## src/rtl/microwave_keypad_scanner_if.sv

```systemverilog
// Matrix keypad lines plus the microwave-facing digit and button levels.
interface microwave_keypad_scanner_if;
  logic [3:0] rows_n;
  logic [3:0] cols_n;
  logic [9:0] keypad;
  logic       startn;
  logic       stopn;
  logic       clearn;

  modport master (
    input  rows_n,
    output cols_n,
    output keypad,
    output startn,
    output stopn,
    output clearn
  );

  modport slave (
    output rows_n,
    input  cols_n,
    input  keypad,
    input  startn,
    input  stopn,
    input  clearn
  );
endinterface

```

## src/rtl/microwave_keypad_scanner.sv

```systemverilog
// 4x4 keypad scanner with full-scan debounce and chord reject.
// Define KEYPAD_ONESHOT_EN to make keypad a one-clock pulse per new digit.
module microwave_keypad_scanner #(
  parameter int SCAN_DIV       = 3,
  parameter int DEBOUNCE_SCANS = 2
) (
  input logic                        clock,
  input logic                        resetn,
  microwave_keypad_scanner_if.master kp
);

  localparam int DW = (SCAN_DIV > 1) ? $clog2(SCAN_DIV) : 1;
  localparam int SW = $clog2(DEBOUNCE_SCANS + 1);
  localparam logic [DW-1:0] DWELL_END  = DW'(SCAN_DIV - 1);
  localparam logic [SW-1:0] STABLE_MAX = SW'(DEBOUNCE_SCANS);
  localparam logic [SW-1:0] STABLE_ONE = SW'(1);
  localparam logic [15:0]   KEY_MASK   = 16'h2FFF;

  logic [3:0]    meta;
  logic [3:0]    rows_sync;
  logic [1:0]    col;
  logic [DW-1:0] dwell;
  logic          capture;
  logic [15:0]   snapshot;
  logic [15:0]   snap_next;
  logic [15:0]   candidate;
  logic [SW-1:0] stable_cnt;
  logic          commit;

  logic [15:0]   masked;
  logic          single;
  logic [9:0]    digit_nx;
  logic          start_nx;
  logic          stop_nx;
  logic          clear_nx;

  logic [9:0]    digit_q;
  logic          start_q;
  logic          stop_q;
  logic          clear_q;

  always_ff @(posedge clock or negedge resetn) begin
    if (!resetn) begin
      meta      <= 4'hF;
      rows_sync <= 4'hF;
    end else begin
      meta      <= kp.rows_n;
      rows_sync <= meta;
    end
  end

  assign capture   = (dwell == DWELL_END);
  assign kp.cols_n = ~(4'b0001 << col);

  always_comb begin
    snap_next = snapshot;
    for (int b = 0; b < 16; b++) begin
      if (b[1:0] == col) begin
        snap_next[b] = ~rows_sync[b / 4];
      end
    end
  end

  always_ff @(posedge clock or negedge resetn) begin
    if (!resetn) begin
      col        <= 2'd0;
      dwell      <= '0;
      snapshot   <= '0;
      candidate  <= '0;
      stable_cnt <= '0;
    end else if (capture) begin
      dwell    <= '0;
      col      <= col + 2'd1;
      snapshot <= snap_next;
      if (col == 2'd3) begin
        if (snap_next == candidate) begin
          if (stable_cnt != STABLE_MAX) begin
            stable_cnt <= stable_cnt + STABLE_ONE;
          end
        end else begin
          candidate  <= snap_next;
          stable_cnt <= STABLE_ONE;
        end
      end
    end else begin
      dwell <= dwell + DW'(1);
    end
  end

  assign commit = (stable_cnt == STABLE_MAX);

  // More than one mapped key (chord or ghost) decodes to nothing.
  always_comb begin
    masked   = candidate & KEY_MASK;
    single   = (masked != 16'd0) &&
               ((masked & (masked - 16'd1)) == 16'd0);
    digit_nx = '0;
    start_nx = 1'b0;
    stop_nx  = 1'b0;
    clear_nx = 1'b0;
    if (single) begin
      digit_nx[1] = masked[0];
      digit_nx[2] = masked[1];
      digit_nx[3] = masked[2];
      digit_nx[4] = masked[4];
      digit_nx[5] = masked[5];
      digit_nx[6] = masked[6];
      digit_nx[7] = masked[8];
      digit_nx[8] = masked[9];
      digit_nx[9] = masked[10];
      digit_nx[0] = masked[13];
      start_nx    = masked[3];
      stop_nx     = masked[7];
      clear_nx    = masked[11];
    end
  end

  always_ff @(posedge clock or negedge resetn) begin
    if (!resetn) begin
      digit_q <= '0;
      start_q <= 1'b0;
      stop_q  <= 1'b0;
      clear_q <= 1'b0;
    end else if (commit) begin
      digit_q <= digit_nx;
      start_q <= start_nx;
      stop_q  <= stop_nx;
      clear_q <= clear_nx;
    end
  end

  assign kp.startn = ~start_q;
  assign kp.stopn  = ~stop_q;
  assign kp.clearn = ~clear_q;

`ifdef KEYPAD_ONESHOT_EN
  logic [9:0] pulse_q;

  always_ff @(posedge clock or negedge resetn) begin
    if (!resetn) begin
      pulse_q <= '0;
    end else if (commit && (digit_nx != digit_q)) begin
      pulse_q <= digit_nx;
    end else begin
      pulse_q <= '0;
    end
  end

  assign kp.keypad = pulse_q;
`else
  assign kp.keypad = digit_q;
`endif

endmodule

```

## src/flat_wrapper.sv

```systemverilog
// flat-port wrapper written by rule: the top's interface ports become plain ports
module microwave_keypad_scanner_flat 
#(
  parameter int SCAN_DIV       = 3,
  parameter int DEBOUNCE_SCANS = 2
)
  (clock, resetn, kp_rows_n, kp_cols_n, kp_keypad, kp_startn, kp_stopn, kp_clearn);
  microwave_keypad_scanner_if kp_i ();
  input logic clock;
  input logic resetn;
  input wire logic [$bits(kp_i.rows_n)-1:0] kp_rows_n;
  output wire logic [$bits(kp_i.cols_n)-1:0] kp_cols_n;
  output wire logic [$bits(kp_i.keypad)-1:0] kp_keypad;
  output wire logic [$bits(kp_i.startn)-1:0] kp_startn;
  output wire logic [$bits(kp_i.stopn)-1:0] kp_stopn;
  output wire logic [$bits(kp_i.clearn)-1:0] kp_clearn;
  assign kp_i.rows_n = kp_rows_n;
  assign kp_cols_n = kp_i.cols_n;
  assign kp_keypad = kp_i.keypad;
  assign kp_startn = kp_i.startn;
  assign kp_stopn = kp_i.stopn;
  assign kp_clearn = kp_i.clearn;
  microwave_keypad_scanner #(.SCAN_DIV(SCAN_DIV), .DEBOUNCE_SCANS(DEBOUNCE_SCANS)) u_core (.clock(clock), .resetn(resetn), .kp(kp_i));
endmodule
```

## config.mk

```make
export PLATFORM = sky130hd
export DESIGN_NAME = microwave_keypad_scanner_flat
export DESIGN_NICKNAME = d
export VERILOG_FILES = /design/src/rtl/microwave_keypad_scanner_if.sv /design/src/rtl/microwave_keypad_scanner.sv /design/src/flat_wrapper.sv
export SDC_FILE = /design/constraint.sdc
export NUM_CORES = 1
export LEC_CHECK = 0
export BUFFER_PORTS_ARGS = -buffer_cell sky130_fd_sc_hd__buf_2
export CAP_MARGIN = 25
export CORE_MARGIN = 1
export CORE_UTILIZATION = 59
export CTS_CLUSTER_DIAMETER = 60
export DETAILED_ROUTE_END_ITERATION = 6
export PLACE_DENSITY = 0.79
export SYNTH_ARGS = -nofsm -noshare
export SYNTH_HDL_FRONTEND = slang
export SYNTH_SLANG_ARGS = --single-unit
```

## constraint.sdc

```tcl
create_clock -name clock -period 3.9 [get_ports clock]
set_input_delay 0.39 -clock clock [delete_from_list [all_inputs] [get_ports clock]]
set_output_delay 0.39 -clock clock [all_outputs]
set_load 0.02 [all_outputs]
```

* After elaboration in Yosys (flattened, before gate mapping) *
Index checks and enable logic that the tools add are counted.

word-level totals
  register bits = 59
  output and inout bits = 17
  logic and storage cells = 64

cells by class
  reductions and logical operators = 6
  eq/ne operators = 9
  add/sub/neg operators = 4
  shift operators = 1
  mux-type cells = 23
  bitwise operators = 10

operators with widths
  operator                                                              number
  1-bit 2-to-1 mux                                                      19
  14-bit by 16-bit AND with 16-bit output                               1
  16-bit == test                                                        1
  16-bit zero test                                                      1
  16-bit nonzero test                                                   1
  14-bit by 1-bit subtractor with 15-bit output, second input constant  1
  10-bit 2-to-1 mux                                                     1
  1-bit NOT                                                             8
  2-bit by 1-bit adder with 2-bit output, second input constant         3
  2-bit == test, second input constant                                  3
  2-bit 2-to-1 mux                                                      3
  3-bit AND reduction                                                   2
  2-bit == test, first input constant                                   2
  2-bit != test, second input constant                                  2
  4-bit NOT                                                             1
  1-bit by 2-bit << shifter with 4-bit output, first input constant     1
  1-bit by 2-bit == test with 1-bit output, first input constant        1
  2-bit zero test                                                       1
  1-bit logical AND                                                     1

* Logic depth before layout (Yosys ltp) *
Gate-level depths: netlist of the first run.

  depth in word-level cells = 5
  gate-level depth with buffers = 9

* Least setup slack after synthesis of the first run *
OpenSTA, ideal clock, no wires.

  kind = flip-flop to flip-flop
  from = register u_core.col[0]
  to = register u_core.candidate[10]
  data arrival time = 2.604 ns
  period minus slack after synthesis = 2.729 ns
  cell stages (with the launch flop) = 10
  slack = 1.171 ns
  setup time = 0.125 ns
  data required time = 3.775 ns
  cells stage by stage = dfrtp_1 inv_1 ha_1 nand2b_1 and3_1 or4_4 nor4_4 a31oi_4 buf_6 mux2_4

on the way
  longest elaborated chain between the ends = 5
  elaborated cells between the ends (all ways) = 24
  those cells by class = 5 x eq/ne; 16 x mux; 1 x bitwise; 2 x reduce/logical

ends and longest elaborated chain
  element                                                           line                            source
  from (decl)                                                       microwave_keypad_scanner.sv:21  logic [1:0] col;
  from (signal assigned)                                            microwave_keypad_scanner.sv:73  col <= col + 2'd1;
  1-bit by 2-bit == test with 1-bit output (tied with other cells)  microwave_keypad_scanner.sv:58  if (b[1:0] == col) begin
  1-bit 2-to-1 mux                                                  microwave_keypad_scanner.sv:58
  16-bit == test                                                    microwave_keypad_scanner.sv:76  if (snap_next == candidate) begin
  1-bit NOT (no source line)                                        -
  3-bit AND reduction (no source line)                              -
  to (signal assigned)                                              microwave_keypad_scanner.sv:81  candidate <= snap_next;
  to (decl)                                                         microwave_keypad_scanner.sv:26  logic [15:0] candidate;

Parallel ways exist; a longest one is shown, timed or not.
A chain may end at the register's enable or synchronous reset.

* Final worst setup path of the first run *
  from = register u_core.col[0]
  to = register u_core.candidate[9]

Same word-level chain as after synthesis.

==> qor.yml, run 1 <==
clock_skew_ns: 0.00621
clk_latency_ns: 0.34
multi_input_area_um2: 1200
min_delay_path_depth: 1
yosysWarnings: 0
core_area_um2: 4440
hold_class: "primary input to flop"
cts_hold_buffers: 0
cts-root-buf: "clkbuf_8"
clockBufferDepth: 2
cts_resized: 0
max_slew_margin_pct: 51.7
cp.buffers_inverters: 2
std_cell_rows: 24
gp_routability_congestion: 0.818
arrival_ns: 3.20
fillCellCount: 351
tightest_slew_ns: 0.724
antenna_found_initial: 0
crit_type: "flop to flop"
start_kind: "flop"
end_kind: "flop"
synth_cell_types: 42
fmax_mhz: 336
drt-pass1-iter-count: 6
hpwl_um: 3800
regArea_um2: 1490
synth-seq-cells: 59
final_nets: 301
timing.hold.ws_ns: 0.138
power_density_nw_per_um2: 407
cts_tree: "yes"
period_share_pct: 76.3
crit_fanout: 16
status: "finished, violations left"
setup_viol: 0
violations: "design-rule violations"
grt_remaining_overflow: 0
start_util_pct: 62.6
grt_pass1_wl_um: 9570
die-area_um2: 5000
ir_drop_mv: 0.321
min_period_ns: 2.98
tns_ns: 0
cts_inserted_buffers: 9
clkSlewWorstSetupHoldPaths_ns: 0.07
die-height_um: 70.7
cts_setup_buffers: 0
viasPerCell: 5.85
crit_required_ns: 4.13
clock-sinks: 59
layout-area-overhead-vs-synth_pct: 12.7
crit_path_cell_trace: "inv_1 > ha_1 > inv_1 > o21ai_0 > xor2_1 > nor4_1 > a31oi_4 > mux2_4"
drv_cap: 0
cpMostUsedCell: "inv_1"
r2r_cells: 8
drt-wirelength-per-cell_um: 15.8
crit_path_top_delay_cell: "nor4_1"
synth_nets: 272
synth_cells: 261
grt_pass1_vias: 1996
die_x_um: 70.7
globalRouteTotalUtil_pct: 25.4
slew_viol_final: 0
syn_area_um2: 2780
num_antenna_cells: 0
rsz0062_at_grt: "no"
drt_iter0_drc: 147
grt_max_degree: 60
cpPeakStageDelay_ns: 0.65
ioPinCount: 23
syn_area_per_cell_um2: 10.7
vias: 2029
p_leak_nw: 1.43
ys_seq_area_share_pct: 53.4
drive_gt1_share_pct: 22.0
drc: 2
drtAntennaViolNets: 0
critPathTopFamily: "compound AO/OA/AOI/OAI gates"
finalHoldViolations: 0
cts.htree.levels: 3
portBuffers: 22
finalWirelength_um: 5480
critical_path_cell_count: 8
[flip-flops by register name, summed over array words and instances (netlist names)]
name,cells
u_core.candidate,16
u_core.clear_q,1
u_core.col,2
u_core.dwell,2
u_core.kp.keypad,10
u_core.meta,4
u_core.rows_sync,4
u_core.snapshot,16
u_core.stable_cnt,2
u_core.start_q,1
u_core.stop_q,1
[cell families after synthesis]
group / synth area share (%)
AOI/OAI and AO/OA: 13.3
and+or+nand+nor: 17.3
xor gates and xnor gates: 2.83
DFF: 53.4
buffers and inverters: 3.37
adders and majority gates: 2.25
muxes: 7.51
[stage by stage]
step,setup WS (ns),total power [mW],area (µm²),util [%],cells
floorplan,1.17,0.711,2780,-,261
global placement,1.00,0.740,2940,66.2,331
detailed placement,0.950,0.743,2940,66.2,331
CTS,0.932,1.28,3140,70.6,347
global route,0.736,1.32,3140,70.6,347
finish,0.924,1.28,3140,70.6,347
[worst paths after layout]
path / startpoint / endpoint / slack (ns)
min in group asynchronous: resetn / u_core.snapshot[14]$_DFFE_PN0P_ / 0.18
max: u_core.col[0]$_DFFE_PN0P_ / u_core.candidate[9]$_DFFE_PN0P_ / 0.92
min reg2reg: u_core.meta[3]$_DFF_PN1_ / u_core.rows_sync[3]$_DFF_PN1_ / 0.36
max reg2reg: u_core.col[0]$_DFFE_PN0P_ / u_core.candidate[9]$_DFFE_PN0P_ / 0.92
min: kp_rows_n[0] / u_core.meta[0]$_DFF_PN1_ / 0.14
max in group asynchronous: resetn / u_core.snapshot[13]$_DFFE_PN0P_ / 3.23
[cells in the mapped netlist]
library cell | instances | area (µm²)
a211oi_1 | 1 | 7.51
mux2i_1 | 4 | 40.0
buf_6 | 1 | 11.3
nand2b_1 | 16 | 100
and3_1 | 6 | 37.5
nor2b_1 | 2 | 12.5
mux2_2 | 7 | 78.8
a22o_1 | 7 | 61.3
a31oi_4 | 1 | 21.3
inv_1 | 16 | 60.1
or4_4 | 2 | 22.5
nand4_1 | 4 | 25.0
o32ai_1 | 3 | 26.3
dfstp_2 | 8 | 210
mux2_4 | 6 | 90.1
a211o_1 | 2 | 17.5
nor2_1 | 15 | 56.3
nand3b_1 | 1 | 7.51
o22ai_1 | 2 | 12.5
nand2_1 | 30 | 113
ha_1 | 5 | 62.6
a22oi_1 | 1 | 7.51
and2_1 | 2 | 12.5
o2bb2ai_1 | 2 | 17.5
nand3_1 | 2 | 10.0
xnor2_1 | 3 | 26.3
xor2_1 | 6 | 52.6
nor3_1 | 1 | 5.00
a31oi_1 | 2 | 12.5
nor4_1 | 3 | 18.8
a21o_1 | 1 | 7.51
a41oi_1 | 1 | 8.76
dfrtp_1 | 51 | 1280
a21oi_1 | 9 | 45.0
or2b_1 | 1 | 7.51
buf_1 | 2 | 7.51
or3_1 | 3 | 18.8
clkinv_1 | 1 | 3.75
clkbuf_1 | 3 | 11.3
nor4_4 | 1 | 21.3
or4_1 | 2 | 15.0
o21ai_0 | 25 | 125
[worst reg2reg max path: stages (launching register included)]
cell and delay (ns):
dfrtp_1 0.40, inv_1 0.12, ha_1 0.31, inv_1 0.08
o21ai_0 0.38, xor2_1 0.14, nor4_1 0.65, a31oi_4 0.39
mux2_4 0.40
[final cells by class]
| type | count | area share, % |
|---|---|---|
| multi-input combinational | 179 | 38.4 |
| timing repair buffer | 24 | 3.99 |
| sequential | 59 | 47.4 |
| clock buffer | 9 | 3.95 |
| clock inverter | 7 | 2.19 |
| inverter | 17 | 2.03 |
| tap | 52 | 2.07 |
[layer usage]
layer	up-vias	routed length, µm	track usage, %
met5	-	0	0
met4	0	119	10.7
met3	15	225	6.70
met2	43	2530	39.3
met1	996	2600	34.2
li1	975	-	-
[power by group]
group | total [mW] | switching (mW) | internal (mW)
Sequential | 0.662 | 0.0259 | 0.637
Combinational | 0.0696 | 0.0395 | 0.0300
Clock | 0.545 | 0.254 | 0.292
Total | 1.28 | 0.319 | 0.959
[layout by cell type, fill, tap and decap left out, drive strengths merged, types with 9 or more instances in the layout]
| cell | n |
|---|---|
| nand2b | 16 |
| nand2 | 30 |
| mux2 | 13 |
| inv | 16 |
| o21ai | 25 |
| a21oi | 9 |
| buf | 24 |
| nor2 | 15 |
| dfrtp | 51 |
| clkbuf | 9 |
Power figures use the tool's default switching activity.
==> inputs of run 2 (changes only) <==
Settings changed: CORE_UTILIZATION 59 to 53, PLACE_DENSITY 0.79 to 0.75.
Clock period 3.9 ns to 2.6 ns, I/O delays scaled along.
==> run 2 against run 1 <==
  * Final area up 14%
  * The flow finishes with violations (negative setup slack)
  * Die area up 11%
  * Hold slack worse by 0.11 ns
  * Cell count up 16%
  * Global-route usage down 0.60 points
  * Largest power group unchanged
  * Core utilization about the same
  * Setup slack worse by 0.98 ns
==> qor.yml, run 2 (synthesis gave the netlist of run 1 again) <==
status: "finished, violations left"
violations: "negative setup slack"
die_x_um: 74.5
p_clk_share_pct: 41.4
ioPinCount: 23
end_kind: "flop"
layout_common_cells: "51 x dfrtp_1, 34 x buf_4, 30 x nand2_1"
cpPeakStageDelay_ns: 0.52
pwr-share-comb_pct: 7.2
layout-area-overhead-vs-synth_pct: 28.7
arrival_ns: 2.87
r2r_slack_ns: -0.06
clk_latency_ns: 0.33
layout.cells.non_filler: 402
fmax_mhz: 377
num_antenna_cells: 0
r2r_cells: 9
period_share_pct: 102
rsz0062_at_grt: "yes"
grt_pass1_vias: 2128
crit_path_cell_trace: "buf_6 > ha_4 > nand2b_4 > and3_4 > or4_4 > nor4_4 > buf_4 > a31oi_4 > mux2_4"
placed_cells: 377
viasPerCell: 5.50
ir_drop_mv: 0.607
globalRouteTotalUtil_pct: 24.8
fillCellCount: 402
netSwitchingFraction_pct: 23.4
tightest_slew_ns: 0.441
start_util_pct: 54.9
clockBufferDepth: 2
die-height_um: 74.5
die-area_um2: 5550
critPathTopFamily: "simple AND/OR/NAND/NOR gates"
cts-root-buf: "clkbuf_8"
std_cell_rows: 26
portBuffers: 22
hold_class: "primary input to flop"
min_period_ns: 2.66
drc: 0
cts.htree.levels: 3
p_leak_nw: 1.66
slew_viol_final: 0
cp.buffers_inverters: 2
drt-pass1-iter-count: 4
setup_ws_ns: -0.0551
cts_inserted_buffers: 9
crit_path_top_delay_cell: "or4_4"
grt_pass1_wl_um: 9910
grt_max_degree: 26
tns_ns: -0.414
layout_commonest_cell: "dfrtp_1"
intPower_mw: 1.48
clkSlewWorstSetupHoldPaths_ns: 0.06
grt_remaining_overflow: 0
max_slew_margin_pct: 70.5
switchingPower_mw: 0.453
min_delay_path_depth: 1
clock-sinks: 59
crit_type: "flop to flop"
drive_gt1_share_pct: 34.9
power_density_nw_per_um2: 540
drv_cap: 0
power.share.sequential_pct: 51.4
finalWirelength_um: 6390
drt_iter0_drc: 147
cts_tree: "yes"
gp_routability_congestion: 0.785
vias: 2209
core_area_um2: 5070
final_nets: 339
crit_fanout: 8
finalHoldViolations: 0
setup_viol: 12
antenna_found_initial: 0
drt-wirelength-per-cell_um: 15.9
clock_skew_ns: 0.00587
crit_required_ns: 2.82
drtAntennaViolNets: 0
hpwl_um: 4330
critical_path_cell_count: 9
start_kind: "flop"
[run 2: cell count changes in the layout (fill, tap and decap cells not counted), sizes merged]
cell	delta
clkbuf	+3
clkinvlp	-2
buf	+36
clkinv	-2
a31oi	+1
dlygate4sd3	+1
[run 2: worst reg2reg max path: cells and delay by family, from the launching register on]
family / cells / cell delay [ns]
AO/OA/AOI/OAI: 1 / 0.17
adder cells (fa/ha/maj): 1 / 0.16
flip-flops: 1 / 0.41
multiplexers: 1 / 0.35
AND/OR/NAND/NOR: 4 / 1.16
buffers and inverters: 2 / 0.30
[run 2: per-layer routing]
| layer | track usage [%] | share of wire (%) | vias up |
|---|---|---|---|
| li1 | - | - | 1049 |
| met1 | 28.9 | 45 | 1081 |
| met2 | 43.4 | 50 | 61 |
| met3 | 6.50 | 3.2 | 18 |
| met4 | 9.43 | 2.4 | 0 |
| met5 | 0 | 0 | - |
[run 2: metrics by stage]
stage | power [mW] | hold WS [ns] | setup slack (ns) | util (%) | cell area (µm²)
2_1_floorplan | 1.07 | -0.0356 | -0.0290 | - | 2820
3_5_place_dp | 1.14 | 0.204 | -0.111 | 63.3 | 3210
3_3_place_gp | 1.13 | 0.209 | -0.0222 | 63.3 | 3210
6_report | 1.94 | 0.0246 | -0.0551 | 70.6 | 3580
5_1_grt | 2.00 | 0.00913 | -0.116 | 70.6 | 3580
4_1_cts | 1.94 | 0.0114 | -0.0553 | 68.7 | 3490
[run 2: layout make-up]
class	count	area, µm²	share of cell area, %
multi-input cells	180	1340	37.4
clock inverters	3	40.0	1.12
well taps	70	87.6	2.44
repair buffers	61	420	11.7
flip-flops and latches	59	1490	41.5
inverters	17	63.8	1.78
clock buffers	12	145	4.05
[run 2: power groups by stage]
| stage | clock (mW) | sequential [mW] | combinational [mW] |
|---|---|---|---|
| 2_1_floorplan | 0 | 0.994 | 0.0747 |
| 3_3_place_gp | 0 | 1.01 | 0.125 |
| 3_5_place_dp | 0 | 1.01 | 0.129 |
| 4_1_cts | 0.817 | 0.992 | 0.136 |
| 5_1_grt | 0.850 | 0.999 | 0.155 |
| 6_report | 0.801 | 0.995 | 0.140 |
[run 2: timing repair]
item                                    in CTS  in global routing
gates resized for setup                      5                 14
buffers inserted                             5                  3
hold buffers                                 1                  0
pin swaps                                    4                  6
cloned                                       1                  0
endpoints found under the setup margin      17                 17
endpoints found under the hold margin       14                  0
[run 2: path summary, 6_finish.rpt]
path	from	to
setup / recovery	u_core.col[1]$_DFFE_PN0P_	u_core.candidate[9]$_DFFE_PN0P_
hold / removal	kp_rows_n[1]	u_core.meta[1]$_DFF_PN1_
setup reg to reg	u_core.col[1]$_DFFE_PN0P_	u_core.candidate[9]$_DFFE_PN0P_
hold reg to reg	u_core.meta[2]$_DFF_PN1_	u_core.rows_sync[2]$_DFF_PN1_
max in group asynchronous	resetn	u_core.meta[0]$_DFF_PN1_
min in group asynchronous	resetn	u_core.candidate[11]$_DFFE_PN0P_
